File: src/rtl/spi_master.sv
// SPI mode-0 master: serialises one DATAWIDTH_BUS-bit frame MSB first while shifting in MISO.
// Latency: newData is a registered pulse (2*DATAWIDTH_BUS+2)*CLK_DIV edges after the START edge.
// Backpressure: START is honoured only in IDLE; requests arriving while busy are dropped, not queued.
//
// Ports:
//   SPI_MASTER_CLOCK_50      system clock, every register on its rising edge
//   SPI_MASTER_RESET_InHigh  synchronous active-high reset, wins over START
//   SPI_MASTER_START_InHigh  transaction request, sampled in IDLE only
//   SPI_MASTER_data_In       frame to send, captured on START acceptance
//   SPI_MASTER_MISO_In       serial data from the slave
//   SPI_MASTER_SCK_Out       SPI clock, idle low
//   SPI_MASTER_SS_OutLow     slave select, active low
//   SPI_MASTER_MOSI_Out      serial data to the slave, MSB first, 0 when idle
//   SPI_MASTER_data_Out      last complete received frame, held between transactions
//   SPI_MASTER_newData_Out   one-cycle pulse when data_Out is reloaded
//   SPI_MASTER_busy_Out      high from START acceptance until back in IDLE
module spi_master #(
    parameter int DATAWIDTH_BUS = 8,
    parameter int STATE_SIZE    = 3,
    parameter int CLK_DIV       = 4
) (
    input  logic                     SPI_MASTER_CLOCK_50,
    input  logic                     SPI_MASTER_RESET_InHigh,
    input  logic                     SPI_MASTER_START_InHigh,
    input  logic [DATAWIDTH_BUS-1:0] SPI_MASTER_data_In,
    input  logic                     SPI_MASTER_MISO_In,
    output logic                     SPI_MASTER_SCK_Out,
    output logic                     SPI_MASTER_SS_OutLow,
    output logic                     SPI_MASTER_MOSI_Out,
    output logic [DATAWIDTH_BUS-1:0] SPI_MASTER_data_Out,
    output logic                     SPI_MASTER_newData_Out,
    output logic                     SPI_MASTER_busy_Out
);

    localparam int DIV_W = (CLK_DIV > 1) ? $clog2(CLK_DIV) : 1;
    localparam int BIT_W = $clog2(DATAWIDTH_BUS + 1);
    localparam logic [DIV_W-1:0] DIV_LAST = DIV_W'(CLK_DIV - 1);
    localparam logic [BIT_W-1:0] BIT_LAST = BIT_W'(DATAWIDTH_BUS);

    typedef enum logic [STATE_SIZE-1:0] {
        IDLE     = STATE_SIZE'(0),
        SETUP    = STATE_SIZE'(1),
        SCK_HIGH = STATE_SIZE'(2),
        SCK_LOW  = STATE_SIZE'(3),
        HOLD     = STATE_SIZE'(4),
        DONE     = STATE_SIZE'(5)
    } state_t;

    state_t                   state_q, state_d;
    logic [DIV_W-1:0]         div_q, div_d;
    logic [BIT_W-1:0]         bit_q, bit_d;
    logic [DATAWIDTH_BUS-1:0] tx_q, tx_d;
    logic [DATAWIDTH_BUS-1:0] rx_q, rx_d;
    logic [DATAWIDTH_BUS-1:0] dout_q, dout_d;
    logic                     sck_q, sck_d;
    logic                     ss_q, ss_d;
    logic                     mosi_q, mosi_d;
    logic                     nd_q, nd_d;
    logic                     busy_q, busy_d;

    logic                     div_last;
    logic [BIT_W-1:0]         bit_inc;
    logic [DATAWIDTH_BUS-1:0] rx_shift;
    logic [DATAWIDTH_BUS-1:0] tx_shift;

    always_comb begin
        state_d = state_q;
        div_d   = div_q;
        bit_d   = bit_q;
        tx_d    = tx_q;
        rx_d    = rx_q;
        dout_d  = dout_q;
        sck_d   = sck_q;
        ss_d    = ss_q;
        mosi_d  = mosi_q;
        nd_d    = 1'b0;
        busy_d  = busy_q;

        div_last = (div_q == DIV_LAST);
        bit_inc  = bit_q + 1'b1;
        // First received bit travels up to the MSB after a full frame of left shifts.
        rx_shift = (rx_q << 1) | DATAWIDTH_BUS'(SPI_MASTER_MISO_In);
        // MOSI always shows tx_q's MSB, so advancing a bit is a left shift.
        tx_shift = tx_q << 1;

        // Every timed state counts CLK_DIV cycles and rolls the divider over on exit.
        if (state_q != IDLE && state_q != DONE) begin
            div_d = div_last ? '0 : div_q + 1'b1;
        end

        case (state_q)
            IDLE: begin
                div_d = '0;
                if (SPI_MASTER_START_InHigh) begin
                    tx_d    = SPI_MASTER_data_In;
                    rx_d    = '0;
                    bit_d   = '0;
                    ss_d    = 1'b0;
                    busy_d  = 1'b1;
                    mosi_d  = SPI_MASTER_data_In[DATAWIDTH_BUS-1];
                    state_d = SETUP;
                end
            end
            SETUP: begin
                if (div_last) begin
                    sck_d   = 1'b1;
                    rx_d    = rx_shift;
                    state_d = SCK_HIGH;
                end
            end
            SCK_HIGH: begin
                if (div_last) begin
                    sck_d   = 1'b0;
                    bit_d   = bit_inc;
                    state_d = SCK_LOW;
                    // After the final bit MOSI keeps the LSB through HOLD.
                    if (bit_inc < BIT_LAST) begin
                        tx_d   = tx_shift;
                        mosi_d = tx_shift[DATAWIDTH_BUS-1];
                    end
                end
            end
            SCK_LOW: begin
                if (div_last) begin
                    if (bit_q < BIT_LAST) begin
                        sck_d   = 1'b1;
                        rx_d    = rx_shift;
                        state_d = SCK_HIGH;
                    end else begin
                        state_d = HOLD;
                    end
                end
            end
            HOLD: begin
                if (div_last) begin
                    ss_d    = 1'b1;
                    dout_d  = rx_q;
                    nd_d    = 1'b1;
                    state_d = DONE;
                end
            end
            DONE: begin
                // DONE plus one IDLE cycle guarantee two SS-high cycles even with START held.
                busy_d  = 1'b0;
                mosi_d  = 1'b0;
                div_d   = '0;
                state_d = IDLE;
            end
            default: begin
                state_d = IDLE;
            end
        endcase
    end

    always_ff @(posedge SPI_MASTER_CLOCK_50) begin
        if (SPI_MASTER_RESET_InHigh) begin
            state_q <= IDLE;
            div_q   <= '0;
            bit_q   <= '0;
            tx_q    <= '0;
            rx_q    <= '0;
            dout_q  <= '0;
            sck_q   <= 1'b0;
            ss_q    <= 1'b1;
            mosi_q  <= 1'b0;
            nd_q    <= 1'b0;
            busy_q  <= 1'b0;
        end else begin
            state_q <= state_d;
            div_q   <= div_d;
            bit_q   <= bit_d;
            tx_q    <= tx_d;
            rx_q    <= rx_d;
            dout_q  <= dout_d;
            sck_q   <= sck_d;
            ss_q    <= ss_d;
            mosi_q  <= mosi_d;
            nd_q    <= nd_d;
            busy_q  <= busy_d;
        end
    end

    assign SPI_MASTER_SCK_Out     = sck_q;
    assign SPI_MASTER_SS_OutLow   = ss_q;
    assign SPI_MASTER_MOSI_Out    = mosi_q;
    assign SPI_MASTER_data_Out    = dout_q;
    assign SPI_MASTER_newData_Out = nd_q;
    assign SPI_MASTER_busy_Out    = busy_q;

endmodule

File: config.mk
export PLATFORM = sky130hd
export DESIGN_NAME = spi_master
export DESIGN_NICKNAME = d
export VERILOG_FILES = /design/src/rtl/spi_master.sv
export SDC_FILE = /design/constraint.sdc
export NUM_CORES = 1
export LEC_CHECK = 0
export BUFFER_PORTS_ARGS = -buffer_cell sky130_fd_sc_hd__buf_2
export CELL_PAD_IN_SITES_DETAIL_PLACEMENT = 0
export CELL_PAD_IN_SITES_GLOBAL_PLACEMENT = 1
export CORE_MARGIN = 2
export CORE_UTILIZATION = 42
export CTS_CLUSTER_DIAMETER = 200
export CTS_CLUSTER_SIZE = 16
export DETAILED_ROUTE_END_ITERATION = 16
export HOLD_SLACK_MARGIN = 0.08
export PLACE_DENSITY = 0.86
export SYNTH_ARGS = -nofsm -noshare
export SYNTH_HDL_FRONTEND = slang
export SYNTH_SLANG_ARGS = --single-unit
File: constraint.sdc
create_clock -name SPI_MASTER_CLOCK_50 -period 1.95 [get_ports SPI_MASTER_CLOCK_50]
set_input_delay 0.195 -clock SPI_MASTER_CLOCK_50 [delete_from_list [all_inputs] [get_ports SPI_MASTER_CLOCK_50]]
set_output_delay 0.195 -clock SPI_MASTER_CLOCK_50 [all_outputs]
set_load 0.03 [all_outputs]
---- Word-level counts from Yosys, hierarchy flattened ----
Index checks and enable logic that the tools add are counted.
cells by class
  add/sub/neg operators ................... 2
  order comparisons ....................... 2
  equality and inequality tests ........... 14
  mux-type cells .......................... 34
  bitwise logic cells ..................... 2
  reduce and logical (&&, ||, !) cells .... 20
operator list
  cell                                                             count
  8-bit two-way mux                                                4
  8-bit case mux with 3 select lines                               1
  7-bit two-way mux                                                3
  3-bit two-way mux                                                6
  3-bit case mux with 5 select lines                               1
  5-bit AND reduction                                              3
  2-bit != test, second input constant                             7
  7-bit case mux with 2 select lines                               1
  3-bit nonzero test                                               4
  1-bit two-way mux                                                10
  4-bit less-than comparator, second input constant                2
  4-bit two-way mux                                                2
  8-bit by 1-bit bitwise OR with 8-bit output                      1
  4-bit case mux with 2 select lines                               1
  4-bit AND reduction                                              2
  3-bit by 2-bit == test with 1-bit output, second input constant  2
  3-bit == test, second input constant                             2
  1-bit case mux with 3 select lines                               2
  3-bit AND reduction                                              2
  2-bit nonzero test                                               3
  4-bit by 1-bit adder with 4-bit output, second input constant    1
  1-bit case mux with 2 select lines                               2
  2-bit AND reduction                                              2
  3-bit by 1-bit == test with 1-bit output, second input constant  1
  other kinds (9)                                                  9
word-level totals
  register bits ........................... 37
  output and inout bits ................... 13

---- Longest topological paths before layout ----
  depth in word-level cells ............... 5
  mapped depth ............................ 6

---- Least setup slack after synthesis ----
Ideal clock, no wire load.
  path kind ............................... flip-flop to flip-flop
  from .................................... reg div_q[0]
  to ...................................... reg mosi_q (netlist: SPI_MASTER_MOSI_Out)
  library setup time ...................... 121 ps
  data arrival time ....................... 1354 ps
  data required time ...................... 1829 ps
  slack ................................... 475 ps
  cell stages (with the launch flop) ...... 6
  buffers on the path ..................... 0
  path through ............................ dfxtp_1 -> ha_1 -> nand2_1 -> nor2_4 -> a21oi_4 -> mux2_4
between the ends
  word-level cells in the longest chain between the ends .. 3
RTL lines
  element                               RTL line  text
  start: declaration                    50        logic [DIV_W-1:0] div_q, div_d;
  start signal: assignment              170       div_q <= div_d;
  2-bit == test                         79        div_last = (div_q == DIV_LAST);
  named net div_last                    61        logic div_last;
  2-bit != test (no source line)        --
  4-bit AND reduction (no source line)  --
  end signal: assignment                177       mosi_q <= mosi_d;
  end: declaration                      57        logic mosi_q, mosi_d;
The timed path passes the listed nets, and every way through them passes these cells.
A chain may end at the register's enable or synchronous reset.

---- Final worst setup path ----
  from .................................... reg div_q[0]
  to ...................................... reg tx_q[5]
between the ends
  word-level cells in the longest chain between the ends .. 3
RTL lines
  element                               RTL line  text
  2-bit == test                         79
  named net div_last                    61
  2-bit != test (no source line)        --
  4-bit AND reduction (no source line)  --
  end signal: assignment                172       tx_q <= tx_d;
  end: declaration                      52        logic [DATAWIDTH_BUS-1:0] tx_q, tx_d;
The timed path passes the listed nets, and every way through them passes these cells.

==> results.md <==
- Weighted congestion at the end of routability-driven global placement: between 0.7 and 0.8
- Slowest cell on crit path: sky130_fd_sc_hd__a21oi_4
- Worst path max stage delay: 0.36 ns
- Shortest period the worst path allows: 1.79 ns
- Share of power burned in the clock network: roughly 37%
- Post-detailed-route via-to-cell ratio: 5.26
- Number of violations reported at the end of detailed-routing iteration 0: 86
- Share of power burned in combinational logic: 9.6%
- PortBufs: 24
- Leakage Power: 0.775 nW
- Routed wire length: 3510 um
- Sequential share of the synthesized area: 42.5%
- Delay-heaviest family, CP: compound AO/OA/AOI/OAI gates
- Count of nets left with antenna violations after detail routing: 0
- Post-place setup slack: 0.172 ns
- Data required time at the worst endpoint: 2.13 ns
- Filler cell count: 413
- Area of the mapped netlist: 1740 um^2
- Worst-case headroom to the max-slew limit: roughly two thirds
- Die height: 68.4 um
- YS warnings: 0
- Min-Delay Path Class: primary input to register
- Post-CTS repair timing setup buffer count: 0
- Final clock period utilization by the worst path: 91.6%
- Peak fanout along the critical path: 14
- Initial standard-cell utilization of the core: 43.5%
- Post-route DRC: 0
- Run status: finished, final reports clean
- Net Sw Power: 0.000352 W
- Area occupied by registers: 741 um^2
- Hold buffers post-CTS: 0
- Count of flip-flops with a built-in enable after synthesis: 0
- Cell depth of the worst setup path: 5
- Post-Syn Nets: ~210
- Post_cts resized: 0
- Met1 WL: ~1700 um
- Seq pwr share: between 50 and 60%
- Hold violation count in the final report: 0
- Number of max-cap violations: 0
- Buffers and inverters on the worst path: 0
- Average size of a mapped cell: 8.71 um^2
- Cell Rows: 23
- Count of final setup violators: 0
- CP Cell Sequence: ha_1 > nand2_1 > nor2_4 > a21oi_4 > mux2_4
- Final worst clock skew: 0.00477 ns
- Total internal power: 0.00112 W
- Least setup slack across all paths after layout: between 0.15 and 0.2 ns
- Launch point of the worst reg-to-reg path: div_q[0]
- Arrival time at the worst endpoint: between 1.5 and 2 ns
- CP Capture Type: register
- CTS tree: done
- Die Area: 4680 um^2
- Root buffer cell: sky130_fd_sc_hd__clkbuf_8
- Transition time at the pin with the least slew margin: just under 0.5 ns
- Dominant register cell in the synthesized netlist: sky130_fd_sc_hd__dfxtp_1
- Highest signal layer in the routed design: met4
- Area of the core: 4000 um^2
- Ant. Diodes: 0
- Hold depth: 3
- Endpoint of the worst setup timing path: tx_q[5]
- CTS buffer count: 5
- Number of synthesized register bits: 37
- Worst IR drop on VDD: about 0.00038 V
- Via total after detailed routing: 1,441
- Area Overhead vs Synth: 14.7%
- Synth unique cells: 39
- Crit Reg-Reg Endpoint: tx_q[5]
- Largest net degree at the start of global routing: 30
- Wire length of the first global-routing pass: 5820 um
- Startpoint type of the worst setup path: register
- Total power per unit cell area: 736 nW/um^2
- Synth top area share: 42.5%
- Cell type with the highest aggregate area in the netlist: sky130_fd_sc_hd__dfxtp_1
- Depth of the worst register-to-register path: 5
- Maximum achievable frequency: around 560 MHz
- Met2 routed WL: 1580 um
- Vias in the first global route: ~1,200
- Average wire per standard cell: 12.8 um
- Share of synthesized flip-flops with an asynchronous set or reset: 0%
- Overall Global Routing Usage: approximately 17%
- TNS Setup: 0 ns
- Share of final-layout standard cells stronger than drive strength 1: 23.7%
- Clock latency on the worst-skew pair: between 0.2 and 0.3 ns
- Number of sinks handled by clock tree synthesis: 37
- Clock slew at the register clock pins of the worst setup and hold paths: 0.07 ns
- Chip width: 68.4 um
- Detail Placement HPWL: 2370 um
- Dominant cells by area after synthesis: sky130_fd_sc_hd__dfxtp_1 43%, sky130_fd_sc_hd__a21oi_1 7.5%, sky130_fd_sc_hd__mux2_4 6.0%
- Number of max-slew violations in the final report: 0
- Number of buffers on the longest clock path: 2
- Area of the multi-input gates: 913 um^2
- Antenna violations before repair: 0
- Deepest level of the CTS H-tree: 2
- Nets: 238
- RSZ-0062 raised after global routing: no
- Switching share of power: between 20% and 30%
- Pre-Repair DR Iteration Count: 4
- Overflow after GRT: 0
- Ports: 25
- Sum of met3 wire segment lengths after detailed routing: 189 um
- Worst setup path category: register to register
- Flop2flop setup slack: between 0.15 and 0.2 ns
- Startpoint of the worst setup timing path: div_q[0]
- Synth Instances: 200
==> cells by family after synthesis <==
group	count (synthesis)	synth area share [%]
buffers and inverters	17	5.03
multiplexers	14	10.1
adder cells (fa/ha/maj)	2	1.44
AND/OR/NAND/NOR	79	23.7
XOR/XNOR	2	1.01
flip-flops	37	42.5
AO/OA/AOI/OAI	49	16.2
==> worst min-delay path by stage <==
stage	startpoint	endpoint	slack [ns]
floorplan	SPI_MASTER_data_In[0]	tx_q[0]	0.36
global placement	div_q[0]	div_q[0]	0.41
detailed placement	div_q[0]	div_q[0]	0.43
CTS	SPI_MASTER_data_In[0]	tx_q[0]	0.17
global route	SPI_MASTER_data_In[0]	tx_q[0]	0.19
finish	SPI_MASTER_data_In[0]	tx_q[0]	0.18
==> metal layers <==
metal | up-vias | GRT usage, %
met3 | 2 | 4.93
met2 | 36 | 24.5
met4 | 0 | 7.50
met1 | 661 | 23.2
li1 | 742 | -
met5 | - | 0
==> area by class of cell <==
cell class                      count  area share [%]
Sequential cell                    37            37.1
Clock buffer                        6            4.13
Tap cell                           50            3.13
Multi-Input combinational cell    146            45.7
Inverter                            1           0.188
Clock inverter                      1           0.376
Timing Repair Buffer               33            9.39
==> per-stage QoR <==
step                std cells  instance area, um^2  hold slack, ns  utilization [%]  total power (W)
floorplan                 200                 1740           0.361                -         0.000908
global placement          267                 1910           0.415             47.7         0.000945
detailed placement        267                 1910           0.426             47.7         0.000947
CTS                       274                 2000           0.171             50.0          0.00149
global route              274                 2000           0.186             50.0          0.00154
finish                    274                 2000           0.181             50.0          0.00147
==> power groups by stage <==
| stage | registers (W) | clock network, W | logic (W) |
|---|---|---|---|
| 2_1_floorplan | 0.000812 | 0 | 0.0000964 |
| 3_3_place_gp | 0.000804 | 0 | 0.000141 |
| 3_5_place_dp | 0.000804 | 0 | 0.000143 |
| 4_1_cts | 0.000787 | 0.000564 | 0.000143 |
| 5_1_grt | 0.000790 | 0.000595 | 0.000154 |
| 6_report | 0.000787 | 0.000541 | 0.000142 |
==> worst min-delay path, delay by kind of cell <==
| kind | cells | cell delay [ns] |
|---|---|---|
| buf+inv | 1 | 0.09 |
| mux | 1 | 0.06 |
| simple gates | 1 | 0.06 |
==> cells in the mapped netlist (all sizes together) (3+ instances only) <==
cell type	n
a21oi	27
buf	8
clkbuf	8
dfxtp	37
mux2	7
mux2i	7
nand2	26
nand2b	3
nand4	8
nor2	13
nor2b	9
nor3	5
nor3b	6
o21ai	14
==> state kept, by name, summed over array words and instances (netlist names) <==
register,count
SPI_MASTER_data_Out,8
rx_q,8
tx_q,7
bit_q,4
state_q,3
div_q,2
SPI_MASTER_MOSI_Out,1
SPI_MASTER_SCK_Out,1
SPI_MASTER_SS_OutLow,1
SPI_MASTER_busy_Out,1
SPI_MASTER_newData_Out,1
==> cells in the final DEF, fill, tap and decap left out, types with 2 or more instances in the layout <==
master and instances:
sky130_fd_sc_hd__a21oi_1 26, sky130_fd_sc_hd__and2_1 2, sky130_fd_sc_hd__buf_2 24, sky130_fd_sc_hd__buf_4 9, sky130_fd_sc_hd__clkbuf_8 6, sky130_fd_sc_hd__dfxtp_1 37
sky130_fd_sc_hd__ha_1 2, sky130_fd_sc_hd__mux2_4 7, sky130_fd_sc_hd__mux2i_1 7, sky130_fd_sc_hd__nand2_1 26, sky130_fd_sc_hd__nand2b_1 3, sky130_fd_sc_hd__nand3_1 2
sky130_fd_sc_hd__nand3b_1 2, sky130_fd_sc_hd__nand4_1 8, sky130_fd_sc_hd__nor2_1 11, sky130_fd_sc_hd__nor2b_1 9, sky130_fd_sc_hd__nor3_1 4, sky130_fd_sc_hd__nor3b_1 6
sky130_fd_sc_hd__o21ai_0 14
No activity file was read; power rests on OpenSTA's default activity.
